===== src/rtl/rsv_issue_ctrl_if.sv =====
// Dispatch, wakeup, scoreboard and issue signals of the reservation-station issue controller.
// Latency: none; this is wiring only.
// Backpressure: alloc_ready throttles dispatch, and scb_available gates issue.
interface rsv_issue_ctrl_if #(
  parameter int PIP_W     = 3,
  parameter int PREG_W    = 6,
  parameter int PAYLOAD_W = 32
);
  logic                 flush;
  logic                 alloc_valid;
  logic                 alloc_ready;
  logic [PIP_W-1:0]     alloc_pipe;
  logic [PREG_W-1:0]    alloc_preg_rd;
  logic [PREG_W-1:0]    alloc_preg_rs1;
  logic                 alloc_rs1_rdy;
  logic [PREG_W-1:0]    alloc_preg_rs2;
  logic                 alloc_rs2_rdy;
  logic [PAYLOAD_W-1:0] alloc_payload;
  logic                 wakeup_valid;
  logic [PREG_W-1:0]    wakeup_preg;
  logic [PIP_W-1:0]     scb_search_pip;
  logic                 scb_available;
  logic                 scb_req;
  logic                 iss_valid;
  logic [PIP_W-1:0]     iss_pipe;
  logic [PREG_W-1:0]    iss_preg_rd;
  logic [PAYLOAD_W-1:0] iss_payload;
  logic [2:0]           iss_rsv_id;

  // master: the reservation station itself
  modport master (
    input  flush, alloc_valid, alloc_pipe, alloc_preg_rd, alloc_preg_rs1, alloc_rs1_rdy,
           alloc_preg_rs2, alloc_rs2_rdy, alloc_payload, wakeup_valid, wakeup_preg, scb_available,
    output alloc_ready, scb_search_pip, scb_req, iss_valid, iss_pipe, iss_preg_rd, iss_payload,
           iss_rsv_id
  );

  // slave: dispatch, writeback, scoreboard and execution pipe around it
  modport slave (
    output flush, alloc_valid, alloc_pipe, alloc_preg_rd, alloc_preg_rs1, alloc_rs1_rdy,
           alloc_preg_rs2, alloc_rs2_rdy, alloc_payload, wakeup_valid, wakeup_preg, scb_available,
    input  alloc_ready, scb_search_pip, scb_req, iss_valid, iss_pipe, iss_preg_rd, iss_payload,
           iss_rsv_id
  );
endinterface


===== src/rtl/rsv_issue_ctrl.sv =====
// Reservation-station issue controller: age-ordered compacting queue that offers the oldest ready entry to the scoreboard.
// Latency: issue strobe 1 cycle after scb_req; wakeup-to-grant is 1 cycle (0 cycles with RSV_WAKEUP_BYPASS_EN defined).
// Backpressure: alloc_ready drops while full, and a denied candidate (scb_available=0) blocks all younger entries.
module rsv_issue_ctrl #(
  parameter logic [2:0] RSV_ID    = 3'b0,
  parameter int         N_ENTRY   = 4,
  parameter int         PIP_W     = 3,
  parameter int         PREG_W    = 6,
  parameter int         PAYLOAD_W = 32
) (
  input  logic              clk,
  input  logic              rst,
  rsv_issue_ctrl_if.master  bus
);
  localparam int IDX_W = $clog2(N_ENTRY);
  localparam int CNT_W = IDX_W + 1;

  typedef struct packed {
    logic                 valid;
    logic [PIP_W-1:0]     pipe;
    logic [PREG_W-1:0]    preg_rd;
    logic [PREG_W-1:0]    rs1;
    logic                 rs1_rdy;
    logic [PREG_W-1:0]    rs2;
    logic                 rs2_rdy;
    logic [PAYLOAD_W-1:0] payload;
  } entry_t;

  entry_t               ent_q [N_ENTRY];
  entry_t               ent_d [N_ENTRY];
  // One extra always-empty slot so the shift-down can read index i+1 uniformly
  entry_t               woken [N_ENTRY+1];
  entry_t               alloc_ent;
  logic [CNT_W-1:0]     count_q, count_d;
  logic [N_ENTRY-1:0]   ready_vec;
  logic                 cand_found;
  logic [IDX_W-1:0]     cand_idx;
  logic                 issue_fire;
  logic                 alloc_fire;
  logic [CNT_W-1:0]     wr_pos;
  logic                 iss_valid_q;
  logic [PIP_W-1:0]     iss_pipe_q;
  logic [PREG_W-1:0]    iss_preg_rd_q;
  logic [PAYLOAD_W-1:0] iss_payload_q;

  // Per-entry readiness for selection; the bypass lets a same-cycle wakeup count as ready
  always_comb begin
    ready_vec = '0;
    for (int i = 0; i < N_ENTRY; i++) begin
`ifdef RSV_WAKEUP_BYPASS_EN
      ready_vec[i] = ent_q[i].valid
          && (ent_q[i].rs1_rdy || (bus.wakeup_valid && ent_q[i].rs1 == bus.wakeup_preg))
          && (ent_q[i].rs2_rdy || (bus.wakeup_valid && ent_q[i].rs2 == bus.wakeup_preg));
`else
      ready_vec[i] = ent_q[i].valid && ent_q[i].rs1_rdy && ent_q[i].rs2_rdy;
`endif
    end
  end

  // Oldest ready entry wins: scan from the top so the lowest index is written last
  always_comb begin
    cand_found = 1'b0;
    cand_idx   = '0;
    for (int i = N_ENTRY - 1; i >= 0; i--) begin
      if (ready_vec[i]) begin
        cand_found = 1'b1;
        cand_idx   = IDX_W'(i);
      end
    end
  end

  assign issue_fire         = cand_found && bus.scb_available && !bus.flush && !rst;
  assign bus.scb_req        = issue_fire;
  assign bus.scb_search_pip = (cand_found && !rst) ? ent_q[cand_idx].pipe : '0;
  assign bus.alloc_ready    = (count_q != CNT_W'(N_ENTRY));
  assign alloc_fire         = bus.alloc_valid && bus.alloc_ready && !bus.flush;
  // An issue this cycle compacts the queue, so the new entry lands one slot lower
  assign wr_pos             = count_q - CNT_W'(issue_fire);
  assign bus.iss_rsv_id     = RSV_ID;
  assign bus.iss_valid      = iss_valid_q;
  assign bus.iss_pipe       = iss_pipe_q;
  assign bus.iss_preg_rd    = iss_preg_rd_q;
  assign bus.iss_payload    = iss_payload_q;

  // Next queue contents: apply wakeups, remove the issued entry, append the allocation
  always_comb begin
    alloc_ent         = '0;
    alloc_ent.valid   = 1'b1;
    alloc_ent.pipe    = bus.alloc_pipe;
    alloc_ent.preg_rd = bus.alloc_preg_rd;
    alloc_ent.rs1     = bus.alloc_preg_rs1;
    alloc_ent.rs1_rdy = bus.alloc_rs1_rdy
                        || (bus.wakeup_valid && bus.alloc_preg_rs1 == bus.wakeup_preg);
    alloc_ent.rs2     = bus.alloc_preg_rs2;
    alloc_ent.rs2_rdy = bus.alloc_rs2_rdy
                        || (bus.wakeup_valid && bus.alloc_preg_rs2 == bus.wakeup_preg);
    payload_copy: begin
      alloc_ent.payload = bus.alloc_payload;
    end

    woken[N_ENTRY] = '0;
    for (int i = 0; i < N_ENTRY; i++) begin
      woken[i] = ent_q[i];
      if (bus.wakeup_valid && ent_q[i].valid) begin
        if (ent_q[i].rs1 == bus.wakeup_preg) woken[i].rs1_rdy = 1'b1;
        if (ent_q[i].rs2 == bus.wakeup_preg) woken[i].rs2_rdy = 1'b1;
      end
    end

    for (int i = 0; i < N_ENTRY; i++) begin
      ent_d[i] = woken[i];
      if (issue_fire && i >= int'(cand_idx)) ent_d[i] = woken[i+1];
      if (alloc_fire && CNT_W'(i) == wr_pos) ent_d[i] = alloc_ent;
      if (bus.flush) ent_d[i] = '0;
    end

    count_d = count_q + CNT_W'(alloc_fire) - CNT_W'(issue_fire);
    if (bus.flush) count_d = '0;
  end

  // Queue state register
  always_ff @(posedge clk) begin
    if (rst) begin
      for (int i = 0; i < N_ENTRY; i++) ent_q[i] <= '0;
      count_q <= '0;
    end else begin
      for (int i = 0; i < N_ENTRY; i++) ent_q[i] <= ent_d[i];
      count_q <= count_d;
    end
  end

  // Issue register: strobe follows the grant, data holds between issues
  always_ff @(posedge clk) begin
    if (rst) begin
      iss_valid_q   <= 1'b0;
      iss_pipe_q    <= '0;
      iss_preg_rd_q <= '0;
      iss_payload_q <= '0;
    end else begin
      iss_valid_q <= issue_fire;
      if (issue_fire) begin
        iss_pipe_q    <= ent_q[cand_idx].pipe;
        iss_preg_rd_q <= ent_q[cand_idx].preg_rd;
        iss_payload_q <= ent_q[cand_idx].payload;
      end
    end
  end
endmodule


===== src/flat_wrapper.sv =====
// flat-port wrapper written by rule: the top's interface ports become plain ports
module rsv_issue_ctrl_flat 
#(
  parameter logic [2:0] RSV_ID    = 3'b0,
  parameter int         N_ENTRY   = 4,
  parameter int         PIP_W     = 3,
  parameter int         PREG_W    = 6,
  parameter int         PAYLOAD_W = 32
)
  (clk, rst, bus_flush, bus_alloc_valid, bus_alloc_pipe, bus_alloc_preg_rd, bus_alloc_preg_rs1, bus_alloc_rs1_rdy, bus_alloc_preg_rs2, bus_alloc_rs2_rdy, bus_alloc_payload, bus_wakeup_valid, bus_wakeup_preg, bus_scb_available, bus_alloc_ready, bus_scb_search_pip, bus_scb_req, bus_iss_valid, bus_iss_pipe, bus_iss_preg_rd, bus_iss_payload, bus_iss_rsv_id);
  rsv_issue_ctrl_if #(.PIP_W(PIP_W), .PREG_W(PREG_W), .PAYLOAD_W(PAYLOAD_W)) bus_i ();
  input  logic clk;
  input  logic rst;
  input wire logic [$bits(bus_i.flush)-1:0] bus_flush;
  input wire logic [$bits(bus_i.alloc_valid)-1:0] bus_alloc_valid;
  input wire logic [$bits(bus_i.alloc_pipe)-1:0] bus_alloc_pipe;
  input wire logic [$bits(bus_i.alloc_preg_rd)-1:0] bus_alloc_preg_rd;
  input wire logic [$bits(bus_i.alloc_preg_rs1)-1:0] bus_alloc_preg_rs1;
  input wire logic [$bits(bus_i.alloc_rs1_rdy)-1:0] bus_alloc_rs1_rdy;
  input wire logic [$bits(bus_i.alloc_preg_rs2)-1:0] bus_alloc_preg_rs2;
  input wire logic [$bits(bus_i.alloc_rs2_rdy)-1:0] bus_alloc_rs2_rdy;
  input wire logic [$bits(bus_i.alloc_payload)-1:0] bus_alloc_payload;
  input wire logic [$bits(bus_i.wakeup_valid)-1:0] bus_wakeup_valid;
  input wire logic [$bits(bus_i.wakeup_preg)-1:0] bus_wakeup_preg;
  input wire logic [$bits(bus_i.scb_available)-1:0] bus_scb_available;
  output wire logic [$bits(bus_i.alloc_ready)-1:0] bus_alloc_ready;
  output wire logic [$bits(bus_i.scb_search_pip)-1:0] bus_scb_search_pip;
  output wire logic [$bits(bus_i.scb_req)-1:0] bus_scb_req;
  output wire logic [$bits(bus_i.iss_valid)-1:0] bus_iss_valid;
  output wire logic [$bits(bus_i.iss_pipe)-1:0] bus_iss_pipe;
  output wire logic [$bits(bus_i.iss_preg_rd)-1:0] bus_iss_preg_rd;
  output wire logic [$bits(bus_i.iss_payload)-1:0] bus_iss_payload;
  output wire logic [$bits(bus_i.iss_rsv_id)-1:0] bus_iss_rsv_id;
  assign bus_i.flush = bus_flush;
  assign bus_i.alloc_valid = bus_alloc_valid;
  assign bus_i.alloc_pipe = bus_alloc_pipe;
  assign bus_i.alloc_preg_rd = bus_alloc_preg_rd;
  assign bus_i.alloc_preg_rs1 = bus_alloc_preg_rs1;
  assign bus_i.alloc_rs1_rdy = bus_alloc_rs1_rdy;
  assign bus_i.alloc_preg_rs2 = bus_alloc_preg_rs2;
  assign bus_i.alloc_rs2_rdy = bus_alloc_rs2_rdy;
  assign bus_i.alloc_payload = bus_alloc_payload;
  assign bus_i.wakeup_valid = bus_wakeup_valid;
  assign bus_i.wakeup_preg = bus_wakeup_preg;
  assign bus_i.scb_available = bus_scb_available;
  assign bus_alloc_ready = bus_i.alloc_ready;
  assign bus_scb_search_pip = bus_i.scb_search_pip;
  assign bus_scb_req = bus_i.scb_req;
  assign bus_iss_valid = bus_i.iss_valid;
  assign bus_iss_pipe = bus_i.iss_pipe;
  assign bus_iss_preg_rd = bus_i.iss_preg_rd;
  assign bus_iss_payload = bus_i.iss_payload;
  assign bus_iss_rsv_id = bus_i.iss_rsv_id;
  rsv_issue_ctrl #(.RSV_ID(RSV_ID), .N_ENTRY(N_ENTRY), .PIP_W(PIP_W), .PREG_W(PREG_W), .PAYLOAD_W(PAYLOAD_W)) u_core (.clk(clk), .rst(rst), .bus(bus_i));
endmodule

===== config.mk =====
export PLATFORM = sky130hd
export DESIGN_NAME = rsv_issue_ctrl_flat
export DESIGN_NICKNAME = d
export VERILOG_FILES = /design/src/rtl/rsv_issue_ctrl_if.sv /design/src/rtl/rsv_issue_ctrl.sv /design/src/flat_wrapper.sv
export SDC_FILE = /design/constraint.sdc
export NUM_CORES = 1
export LEC_CHECK = 0
export CORE_ASPECT_RATIO = 0.8
export CORE_MARGIN = 2
export CORE_UTILIZATION = 49
export CTS_BUF_LIST = sky130_fd_sc_hd__clkbuf_8
export DETAILED_ROUTE_END_ITERATION = 8
export PLACE_DENSITY = 0.85
export SYNTH_ARGS = -nofsm -noshare
export SYNTH_HDL_FRONTEND = slang
export SYNTH_SLANG_ARGS = --single-unit

===== constraint.sdc =====
create_clock -name clk -period 2.9 [get_ports clk]
set_clock_uncertainty 0.05 [all_clocks]
set_input_delay 0.435 -clock clk [delete_from_list [all_inputs] [get_ports clk]]
set_output_delay 0.435 -clock clk [all_outputs]
set_load 0.01 [all_outputs]

==> impl_metrics.json <==
{
  "result_of_the_run": "finished clean",
  "post_cts_clock_slew_at_the_launch_and_capture_registers_of_the_worst_setup_and_hold_paths_ps": 70,
  "number_of_enable_flip_flop_cells_after_synthesis": 0,
  "setup_viol_count_final": 0,
  "r2r_setup_slack_ps": 230,
  "maxCapViolCount": 0,
  "worst_r2r_startpoint": "u_core.ent_q[2][32]",
  "whs_path_depth": 2,
  "detailedPlace.worstSlack_ps": -573,
  "first_pass_grt_wire_length_um": 57500,
  "insertion_delay_ps": 550,
  "regArea_sq_um": 5390,
  "fp-row-count": 52,
  "total_via_count_after_detailed_routing": 11137,
  "crit_chain": "and3_1, a211oi_4, buf_12, mux2i_1, mux2_2, nor3_1, clkbuf_2",
  "dieArea_sq_um": 27000,
  "tritoncts.num_buffers": 42,
  "yosys_most_used_dff": "sky130_fd_sc_hd__dfxtp_1",
  "grt_max_degree": 167,
  "finalCoreUtilization_pct": 61.0,
  "pin_count": 117,
  "dr.pass1.iters": 5,
  "avgRoutedWirePerCell_um": 19.9,
  "cp_max_fo": 7,
  "floorplan.die.height_um": 147,
  "grtUsageTotal_pct": 26.1,
  "syn_area_sq_um": 12600,
  "final-hold-violation-count": 0,
  "timing.final.max_slew_violations": 0,
  "synth_area_per_cell_sq_um": 9.17,
  "drive_gt1_share_pct": 11.8,
  "fp.dieW_um": 183,
  "clk_path_buf_depth": 3,
  "syn_inst": 1373,
  "timing.hold.worst.start": "u_core.bus.iss_payload[11]",
  "yosys.cell_types.count": 47,
  "drt-total-wl_um": 36300,
  "async_set_or_reset_register_ratio_after_synthesis_pct": 0,
  "critical_path_arrival_ps": 2360,
  "postSynthRegisterBits": 269,
  "core_sq_um": 25200,
  "path_buf_inv": 2,
  "leakagePower_uw": 0.00484,
  "vdd_drop_max_mv": 0.328,
  "timing.critical_path.to_type": "primary output",
  "worst-slew-pin-transition_ps": 881,
  "h-tree-depth": 2,
  "most_common_library_cell_in_the_layout_ignoring_fill_and_taps": "sky130_fd_sc_hd__dfxtp_1",
  "final.setup.tns_ps": 0,
  "timing.rr.end": "u_core.ent_q[3][7]",
  "cts.root.buffer_cell": "sky130_fd_sc_hd__clkbuf_8",
  "postLayoutSetupSlackWorst_ps": 59.8,
  "max_stage_delay_ps": 370,
  "r2r.worst_path.cells": 11,
  "critical_path.slowest_cell": "sky130_fd_sc_hd__dfxtp_1",
  "initial_core_utilization_pct": 49.9,
  "first_global_vias": 10960,
  "layout.cells.most_common_list": "267 x sky130_fd_sc_hd__dfxtp_1, 191 x sky130_fd_sc_hd__mux2i_1, 167 x sky130_fd_sc_hd__nor2_1, 122 x sky130_fd_sc_hd__nand2_1, 110 x sky130_fd_sc_hd__clkdlybuf4s50_1",
  "grt_antenna_before_repair": 0,
  "post_drt_via_cell_ratio": 6.10,
  "worst_ep_required_time_ps": 2410,
  "worstSetupStartpointType": "register",
  "finish.net_count": 1541,
  "whs_ps": 417,
  "area_of_combinational_cells_with_multiple_inputs_sq_um": 6770,
  "gp_congestion": 0.861,
  "slew-limit-headroom_pct": 41.2,
  "hold-path-endpoint": "u_core.bus.iss_payload[11]",
  "path_delay_family": "multiplexers",
  "diodes": 0,
  "timing.setup.critical_path_class": "reg2out",
  "fin_crit_ps": 2840,
  "grt_overflow": 0,
  "synth_seq_area_share_pct": 42.8,
  "holdCritPathClass": "reg2reg",
  "fill_cells": 2023,
  "timing.final.crit_share_pct": 97.9,
  "dp_hpwl_um": 21600,
  "number_of_buffers_added_on_ports": 113,
  "area_growth_syn_to_layout_pct": 22.3,
  "drt_drc_violations_left": 0,
  "pwr_density_cell_nw_per_um2": 502,
  "ant_nets": 0,
  "cts_tree": "yes",
  "initialDrtViolationCount": 1046,
  "rsz_0062_raised_after_global_routing": "yes",
  "cts_sinks": 269,
  "yosysWarnings": 0,
  "fmax_mhz": 352
}
-- worst reg2reg max path, stage by stage, from the launching register on --
cell and delay, ps:
sky130_fd_sc_hd__dfxtp_1 430, sky130_fd_sc_hd__nand3_4 150, sky130_fd_sc_hd__a41oi_4 270, sky130_fd_sc_hd__ha_2 230, sky130_fd_sc_hd__ha_2 170, sky130_fd_sc_hd__o211ai_1 150
sky130_fd_sc_hd__a2111oi_4 370, sky130_fd_sc_hd__buf_4 200, sky130_fd_sc_hd__nor2_4 70, sky130_fd_sc_hd__buf_12 160, sky130_fd_sc_hd__a22oi_1 170, sky130_fd_sc_hd__nor2_1 70
-- state kept, by name (all words and copies together), names as in the netlist --
signal                  flops
u_core.bus.iss_payload     32
u_core.bus.iss_pipe         3
u_core.bus.iss_preg_rd      6
u_core.bus.iss_valid        1
u_core.count_q              3
u_core.ent_q              224
-- synth_stat cells (26+ instances only) --
cell,n,area [sq um]
sky130_fd_sc_hd__a2bb2oi_1,37,324
sky130_fd_sc_hd__buf_2,26,130
sky130_fd_sc_hd__a211oi_1,54,405
sky130_fd_sc_hd__clkbuf_1,75,282
sky130_fd_sc_hd__dfxtp_1,269,5390
sky130_fd_sc_hd__nand2_1,125,469
sky130_fd_sc_hd__o21ai_0,88,440
sky130_fd_sc_hd__a22oi_1,55,413
sky130_fd_sc_hd__a311oi_1,53,464
sky130_fd_sc_hd__xor2_1,37,324
sky130_fd_sc_hd__mux2i_1,193,1930
sky130_fd_sc_hd__nor2_1,170,638
sky130_fd_sc_hd__a21oi_1,59,295
-- cell type report --
cell class / instances / share of cell area (%)
multi-input combinational: 973 / 44.0
sequential: 269 / 35.0
timing repair buffer: 176 / 12.2
clock buffer: 55 / 4.92
tap: 324 / 2.63
clock inverter: 21 / 1.10
inverter: 7 / 0.171
-- where the power goes --
| part | internal, uW | leakage, uW | switching, uW |
|---|---|---|---|
| Clock | 1970 | 0.000520 | 1520 |
| Combinational | 209 | 0.00215 | 280 |
| Sequential | 3730 | 0.00217 | 20.9 |
| Total | 5910 | 0.00484 | 1820 |
-- layer usage --
layer	global-route usage [%]	up-vias	share of wire (%)
li1	-	5169	-
met1	36.3	5352	44
met2	41.2	544	46
met3	4.56	72	8.4
met4	8.84	0	2.3
met5	0	-	0
-- stage by stage --
stage	cells	power, uW	area (sq um)
2_1_floorplan	1375	4060	12600
3_3_place_gp	1745	4290	14300
3_5_place_dp	1745	4300	14300
4_1_cts	1822	7740	15300
5_1_grt	1825	7940	15400
6_report	1825	7720	15400
-- cell families after synthesis --
logic type	count (synthesis)	share of synthesized area (%)
AO/OA/AOI/OAI	378	20.9
XOR/XNOR	62	4.31
adder cells (fa/ha/maj)	5	0.557
buffers and inverters	133	5.36
flip-flops	269	42.8
multiplexers	196	15.6
other	1	0.0298
AND/OR/NAND/NOR	329	10.5
-- what timing repair did --
action	4_1_cts	5_1_grt
cloned	0	1
hold buffers	0	0
gates resized for setup	11	28
hold endpoints to repair	0	0
endpoints found under the setup margin	45	78
buffers inserted	1	2
pin swaps	2	3
-- how the worst max path moves through the flow --
stage,cells after the start,from,to
6_report,7,u_core.ent_q[0][55],bus_scb_search_pip[1]
3_3_place_gp,11,bus_scb_available,u_core.ent_q[3][20]
5_1_grt,12,bus_scb_available,u_core.ent_q[3][51]
3_5_place_dp,11,bus_scb_available,u_core.ent_q[3][38]
4_1_cts,7,u_core.ent_q[1][55],bus_scb_search_pip[2]
2_1_floorplan,12,rst,u_core.ent_q[3][23]
(Power assumes the default switching activity.)
